[config.mk]
export PLATFORM = sky130hd
export DESIGN_NAME = prog_mem_arbiter
export DESIGN_NICKNAME = d
export VERILOG_FILES = /design/src/rtl/prog_mem_arbiter.sv
export SDC_FILE = /design/constraint.sdc
export NUM_CORES = 1
export LEC_CHECK = 0
export CORE_MARGIN = 2
export CORE_UTILIZATION = 33
export CTS_CLUSTER_SIZE = 30
export DETAILED_ROUTE_END_ITERATION = 6
export PLACE_DENSITY = 0.63
export SETUP_SLACK_MARGIN = 0.3
export SLEW_MARGIN = 20
export SYNTH_ARGS = -nofsm -noshare
export SYNTH_HDL_FRONTEND = slang
export SYNTH_SLANG_ARGS = --single-unit
[constraint.sdc]
create_clock -name clk -period 2.2 [get_ports clk]
set_clock_uncertainty 0.2 [all_clocks]
set_input_delay 0.22 -clock clk [delete_from_list [all_inputs] [get_ports clk]]
set_output_delay 0.22 -clock clk [all_outputs]
set_load 0.02 [all_outputs]
[src/rtl/prog_mem_arbiter.sv]
// -----------------------------------------------------------------------------
// prog_mem_arbiter
//
// Shares the single program-memory read port between the instruction fetchers
// of all cores. Each fetcher issues a level-held valid/ready read request. The
// arbiter grants one request at a time in round-robin order, forwards it to
// program memory and returns the fetched instruction to the granted fetcher.
// Only one grant is outstanding at any time.
//
// Parameters:
//   NUM_CONSUMERS  number of fetchers sharing the port (>= 1)
//   ADDR_BITS      program memory address width
//   DATA_BITS      instruction width
//
// Ports:
//   clk                    system clock, rising edge
//   reset                  synchronous, active-high reset
//   consumer_read_valid    per-fetcher request, held until ready is seen
//   consumer_read_address  per-fetcher PC, stable while valid
//   consumer_read_ready    per-fetcher response strobe (at most one high)
//   consumer_read_data     per-fetcher instruction, holds until next grant
//   mem_read_valid         request to program memory
//   mem_read_address       address to program memory
//   mem_read_ready         program memory response strobe
//   mem_read_data          program memory instruction
//
// Optional feature:
//   PROG_ARB_LAST_FETCH_CACHE_EN  when defined, a one-entry cache of the most
//   recent memory response lets a repeat fetch of the same address skip the
//   memory round trip.
// -----------------------------------------------------------------------------
module prog_mem_arbiter #(
  parameter int unsigned NUM_CONSUMERS = 4,
  parameter int unsigned ADDR_BITS     = 8,
  parameter int unsigned DATA_BITS     = 16
) (
  input  logic                                    clk,
  input  logic                                    reset,
  input  logic [NUM_CONSUMERS-1:0]                consumer_read_valid,
  input  logic [NUM_CONSUMERS-1:0][ADDR_BITS-1:0] consumer_read_address,
  output logic [NUM_CONSUMERS-1:0]                consumer_read_ready,
  output logic [NUM_CONSUMERS-1:0][DATA_BITS-1:0] consumer_read_data,
  output logic                                    mem_read_valid,
  output logic [ADDR_BITS-1:0]                    mem_read_address,
  input  logic                                    mem_read_ready,
  input  logic [DATA_BITS-1:0]                    mem_read_data
);

  localparam int unsigned IDX_BITS = (NUM_CONSUMERS > 1) ? $clog2(NUM_CONSUMERS) : 1;

  typedef enum logic [1:0] {
    IDLE     = 2'd0,
    WAITING  = 2'd1,
    RELAYING = 2'd2
  } state_t;

  state_t                                  state, state_n;
  logic [IDX_BITS-1:0]                     grant, grant_n;
  logic [IDX_BITS-1:0]                     last_grant, last_grant_n;
  logic                                    mem_valid_n;
  logic [ADDR_BITS-1:0]                    mem_addr_n;
  logic [NUM_CONSUMERS-1:0]                ready_n;
  logic [NUM_CONSUMERS-1:0][DATA_BITS-1:0] data_n;

`ifdef PROG_ARB_LAST_FETCH_CACHE_EN
  logic                 cache_valid, cache_valid_n;
  logic [ADDR_BITS-1:0] cache_addr,  cache_addr_n;
  logic [DATA_BITS-1:0] cache_data,  cache_data_n;
`endif

  // Round-robin scan: first requester at or after last_grant+1, wrapping.
  logic                found;
  logic [IDX_BITS-1:0] pick;
  logic [IDX_BITS-1:0] cand;

  always_comb begin
    found = 1'b0;
    pick  = '0;
    cand  = '0;
    for (int unsigned k = 0; k < NUM_CONSUMERS; k++) begin
      cand = IDX_BITS'((32'(last_grant) + 32'd1 + k) % NUM_CONSUMERS);
      if (!found && consumer_read_valid[cand]) begin
        found = 1'b1;
        pick  = cand;
      end
    end
  end

  // Next-state and next-output logic; every output is registered.
  always_comb begin
    state_n      = state;
    grant_n      = grant;
    last_grant_n = last_grant;
    mem_valid_n  = mem_read_valid;
    mem_addr_n   = mem_read_address;
    ready_n      = consumer_read_ready;
    data_n       = consumer_read_data;
`ifdef PROG_ARB_LAST_FETCH_CACHE_EN
    cache_valid_n = cache_valid;
    cache_addr_n  = cache_addr;
    cache_data_n  = cache_data;
`endif

    unique case (state)
      IDLE: begin
        if (found) begin
          grant_n      = pick;
          last_grant_n = pick;
`ifdef PROG_ARB_LAST_FETCH_CACHE_EN
          if (cache_valid && (consumer_read_address[pick] == cache_addr)) begin
            // Hit: answer straight from the cache, memory never sees it.
            data_n[pick]  = cache_data;
            ready_n[pick] = 1'b1;
            state_n       = RELAYING;
          end else begin
            mem_valid_n = 1'b1;
            mem_addr_n  = consumer_read_address[pick];
            state_n     = WAITING;
          end
`else
          mem_valid_n = 1'b1;
          mem_addr_n  = consumer_read_address[pick];
          state_n     = WAITING;
`endif
        end
      end

      WAITING: begin
        if (mem_read_ready) begin
          mem_valid_n    = 1'b0;
          data_n[grant]  = mem_read_data;
          ready_n[grant] = 1'b1;
          state_n        = RELAYING;
`ifdef PROG_ARB_LAST_FETCH_CACHE_EN
          cache_valid_n = 1'b1;
          cache_addr_n  = mem_read_address;
          cache_data_n  = mem_read_data;
`endif
        end
      end

      RELAYING: begin
        // Wait for the fetcher to drop its request so one fetch is served once.
        if (!consumer_read_valid[grant]) begin
          ready_n = '0;
          state_n = IDLE;
        end
      end

      default: begin
        ready_n     = '0;
        mem_valid_n = 1'b0;
        state_n     = IDLE;
      end
    endcase
  end

  always_ff @(posedge clk) begin
    if (reset) begin
      state               <= IDLE;
      grant               <= '0;
      last_grant          <= IDX_BITS'(NUM_CONSUMERS - 1);
      mem_read_valid      <= 1'b0;
      mem_read_address    <= '0;
      consumer_read_ready <= '0;
      consumer_read_data  <= '0;
`ifdef PROG_ARB_LAST_FETCH_CACHE_EN
      cache_valid         <= 1'b0;
      cache_addr          <= '0;
      cache_data          <= '0;
`endif
    end else begin
      state               <= state_n;
      grant               <= grant_n;
      last_grant          <= last_grant_n;
      mem_read_valid      <= mem_valid_n;
      mem_read_address    <= mem_addr_n;
      consumer_read_ready <= ready_n;
      consumer_read_data  <= data_n;
`ifdef PROG_ARB_LAST_FETCH_CACHE_EN
      cache_valid         <= cache_valid_n;
      cache_addr          <= cache_addr_n;
      cache_data          <= cache_data_n;
`endif
    end
  end

endmodule

-- Word level (Yosys, flattened, before mapping)
Index checks and enable logic that the tools add are counted.
- add/subtract/negate cells: 4
- multiply operators: 0
- divide/modulo/power cells: 0
- magnitude comparators: 7
- equality and inequality tests: 5
- shift-type cells: 0
- multiplexer cells: 35
- bitwise gates (word level): 3
- reduce and logical (&&, ||, !) cells: 13
- operators by type and width (kind ; count):
    64-bit bitwise mux ; 1
    16-bit demux with 2-bit select ; 1
    2-bit by 3-bit < comparator with 1-bit output (second input constant) ; 6
    8-bit binary-select mux with 2-bit select ; 1
    16-bit 2-to-1 mux ; 1
    2-bit 2-to-1 mux ; 7
    1-bit 2-to-1 mux ; 12
    4-bit one-hot mux with 3 select lines ; 1
    1-bit binary-select mux with 2-bit select ; 5
    3-bit AND reduction ; 3
    4-bit 2-to-1 mux ; 2
    8-bit 2-to-1 mux ; 1
    2-bit inequality test (second input constant) ; 3
    2-bit one-hot mux with 3 select lines ; 1
    2-bit by 1-bit adder with 2-bit output (second input constant) ; 2
    2-bit adder (second input constant) ; 2
    1-bit logical AND ; 4
    4-bit bitwise OR ; 1
    2-bit AND reduction ; 2
    1-bit zero test ; 3
    1-bit one-hot mux with 3 select lines ; 1
    1-bit demux with 2-bit select ; 1
    2-bit by 1-bit equality test with 1-bit output (second input constant) ; 1
    2-bit equality test (second input constant) ; 1
    3 further kinds ; 4
- flip-flop bits (word level): 83
- latch bits: 0
- memory bits (writable): 0
- ROM bits: 0
- output and inout port bits: 77
- memories: 0

-- Logic depth before layout (Yosys ltp)
- depth after elaboration: 15
- depth in mapped cells: 8
- depth with buffers taken out: 5

-- Worst setup path after synthesis
OpenSTA, ideal clock, no wires.
- path kind: reg-to-reg
- start: register last_grant[1]
- end: register mem_read_address[0]
- library setup time: 0.135 ns
- arrival time: 1.481 ns
- data required time: 1.865 ns
- setup slack: 0.384 ns
- cell stages (with the launch flop): 7
- period minus slack after synthesis: 1.816 ns
- cell sequence: dfxtp_1 a21oi_1 a31o_2 o22ai_4 buf_12 mux2i_1 o221ai_2
- longest elaborated chain between the ends: 15
- ends and longest elaborated chain (what ; RTL line ; source):
    start: declaration ; 59 ; logic [IDX_BITS-1:0] last_grant, last_grant_n;
    start signal: assignment ; 162 ; last_grant <= IDX_BITS'(NUM_CONSUMERS - 1);
    start signal: assignment ; 175 ; last_grant <= last_grant_n;
    2-bit by 1-bit adder with 2-bit output (*) ; 81 ; cand = IDX_BITS'((32'(last_grant) + 32'd1 + k) % NUM_CONSUMERS);
    parallel branches: the longest is 14 deep, another holds 2-bit by 1-bit adder with 2-bit output ; - ;
    end signal: assignment ; 177 ; mem_read_address <= mem_addr_n;
    end: declaration ; 44 ; output logic [ADDR_BITS-1:0] mem_read_address,
Mark *: on every way between the ends. The select of a mux whose other input is x is not followed.
A chain may end at the register's enable or synchronous reset.

==> impl_metrics.ini <==
[sta]
setup_violations = 0
post-route-min-period_ps = 1790
hold_violations = 0
final_max_slew_viol_count = 0
max_freq_mhz = 558
timing.final.crit_share_pct = 81.5
whs_ps = 254
relSlewSlack_pct = 72.8
rsz0062_at_grt = false
setup_ws_ps = 407
tightest_slew_ps = 404

[pwr]
vdd_ir_drop_max_mv = 0.261
p_leak_nw = 1.81
power_mw = 3.50
powerDensity_mw_per_mm2 = 685

[die]
die_y_um = 104
die_w_um = 104
fp-row-count = 36
core_area_mm2 = 0.00977
initial_core_util_pct = 33.9
die-area_mm2 = 0.0109
ios = 132

[final_layout]
fill_cells = 964
final_core_util_pct = 52.3
area_growth_pct = 54.4
nets = 592
antenna_cells = 0
design_area_mm2 = 0.00511
drive_above_1_share_pct = 11.3

[route]
route.detailed.drc = 0
dr.first_iter.drc_count = 122
vias_per_cell = 4.78
avgRoutedWirePerCell_um = 13.9
ant_nets = 0
wl_um = 9390
drt_pass1_iterations = 4
num_vias = 3225

[worst_setup_path]
critPathLaunchType = input pin
critPathLaunch = reset
r2r_setup_slack_ps = 410
worst_ep_required_time_ps = 2270
worstPathArrival_ps = 1870
r2r-end = mem_read_address[2]
worstPathMaxFanout = 8
endpoint_kind = register
crit_type = input pin to register
reg2regPathDepth = 5
endpoint = mem_read_address[2]
reg2reg_from = last_grant[1]

[run]
max-cap-violations = 0

[synthesis]
ys_ff_latch = 83
synth_cell_types = 35
ys_seq_area_share_pct = 50.2
synth.net_count = 454
synth_edf_count = 0
ys_top_cells_by_area = dfxtp_1 (50%), nand2_1 (16%), a21oi_1 (11%), mux2i_1 (4.8%), o221ai_2 (3.6%)
yosys.area.top_type = dfxtp_1
netlist_instances = 399
async_flop_share_pct = 0
yosys.area.top_type_share_pct = 50.2
netlist_top_cells_count = nand2_1 (142), dfxtp_1 (83), a21oi_1 (71)
avgSynthCellArea_um2 = 8.30
yosysMostFrequentCell = nand2_1
synth_ff_type = dfxtp_1
netlist_area_mm2 = 0.00331
ys_warn_count = 0

[clocking]
cts_tree = yes
clk_pin_slew_worst_paths_ps = 80
clockBufferDepth = 2
clock_sinks = 83
clock_latency_ps = 350
cts_made_buffers = 9
cts.htree.levels = 3
cts-root-buf = clkbuf_8

[place]
pre_cts_ws_ps = -42.9
io_buffers = 131
gp_congestion = 0.785
dp_hpwl_um = 6990
post_dp_cell_area_mm2 = 0.00485

[grt]
grt-ovfl-total = 0
grt_pass1_vias = 3053
grt_max_degree = 38
grt_antenna_before_repair = 0
grt_pass1_wl_um = 15100
grtUsageTotal_pct = 17.2

[hold_path]
hold_class = register to register

[outcome]
outcome = finished, final reports clean
-- where the power goes --
group	switching, mW	leakage [nW]	total, mW	internal (mW)
clock network	0.551	0.108	1.22	0.670
registers	0.0516	0.674	1.62	1.57
logic	0.323	1.03	0.657	0.334
total	0.926	1.81	3.50	2.57
-- through the flow --
| step | instances | TNS (ps) |
|---|---|---|
| finish | 675 | 0 |
| global route | 675 | 0 |
| CTS | 673 | 0 |
| detailed placement | 656 | -199 |
| global placement | 656 | 0 |
| floorplan | 399 | 0 |
-- cell usage in the layout, fill, tap and decap left out, types with 2 or more instances in the layout --
cell             count
nand2_1            141
clkdlybuf4s50_1    130
dfxtp_1             80
a21oi_1             71
buf_4               17
mux2i_1             16
clkbuf_8            10
nor2_1               8
o221ai_2             8
inv_1                4
nor2b_1              4
buf_12               4
or3_1                3
nand3b_1             2
nor3_2               2
inv_2                2
and3_1               2
nand3_1              2
a31oi_1              2
nand2b_1             2
o21bai_1             2
nor3_1               2
o21a_1               2
clkinvlp_4           2
bufinv_16            2
dfxtp_2              2
-- cell families after synthesis --
kind of cell	count (synthesis)	synth area share, %
mux	18	5.86
buf+inv	32	4.61
flops	83	50.2
simple gates	174	21.8
compound gates	92	17.6
-- critical path, cell delays in order --
cell,delay [ps]
dlygate4sd3_1,530
buf_2,150
nor4_1,370
inv_1,80
or2_4,320
o221ai_2,190
-- how the worst min path moves through the flow --
| stage | startpoint | endpoint | slack, ps | cells past startpoint |
|---|---|---|---|---|
| after global routing | consumer_read_data[42] | consumer_read_data[42] | 270 | 2 |
| final | consumer_read_data[63] | consumer_read_data[63] | 250 | 2 |
| after floorplan | mem_read_ready | state[0] | 140 | 1 |
| after detailed placement | reset | mem_read_valid | 240 | 2 |
| after global placement | consumer_read_data[58] | consumer_read_data[58] | 240 | 2 |
| after CTS | consumer_read_data[24] | consumer_read_data[24] | 260 | 2 |
-- timing repair --
action                     4_1_cts  5_1_grt
setup endpoints to repair        8       38
hold endpoints to repair         1        0
hold buffers                     1        0
resized for setup                2        5
buffers inserted                 0        2
-- final cells by class --
class	count	area, um^2	area share (%)
Clock buffer	10	138	2.69
Inverter	6	22.5	0.441
Tap cell	133	166	3.26
Multi-Input combinational cell	284	1510	29.4
Timing Repair Buffer	153	1520	29.8
Sequential cell	83	1670	32.6
Clock inverter	6	88.8	1.74
-- per-layer routing --
metal  wire length [um]  up-vias  GRT usage (%)  share of wire (%)
met3                598        8           3.95                6.4
met4                107        0           5.79                1.1
li1                   -     1615              -                  -
met5                  0        -              0                  0
met2               4470      101           29.2                 48
met1               4210     1501           21.4                 45
-- sequential cells by signal, summed over array words and instances (netlist names) --
register / cells
consumer_read_data: 64
state: 2
consumer_read_ready: 4
grant: 2
mem_read_address: 8
mem_read_valid: 1
last_grant: 2
No activity file was read; power rests on OpenSTA's default activity.
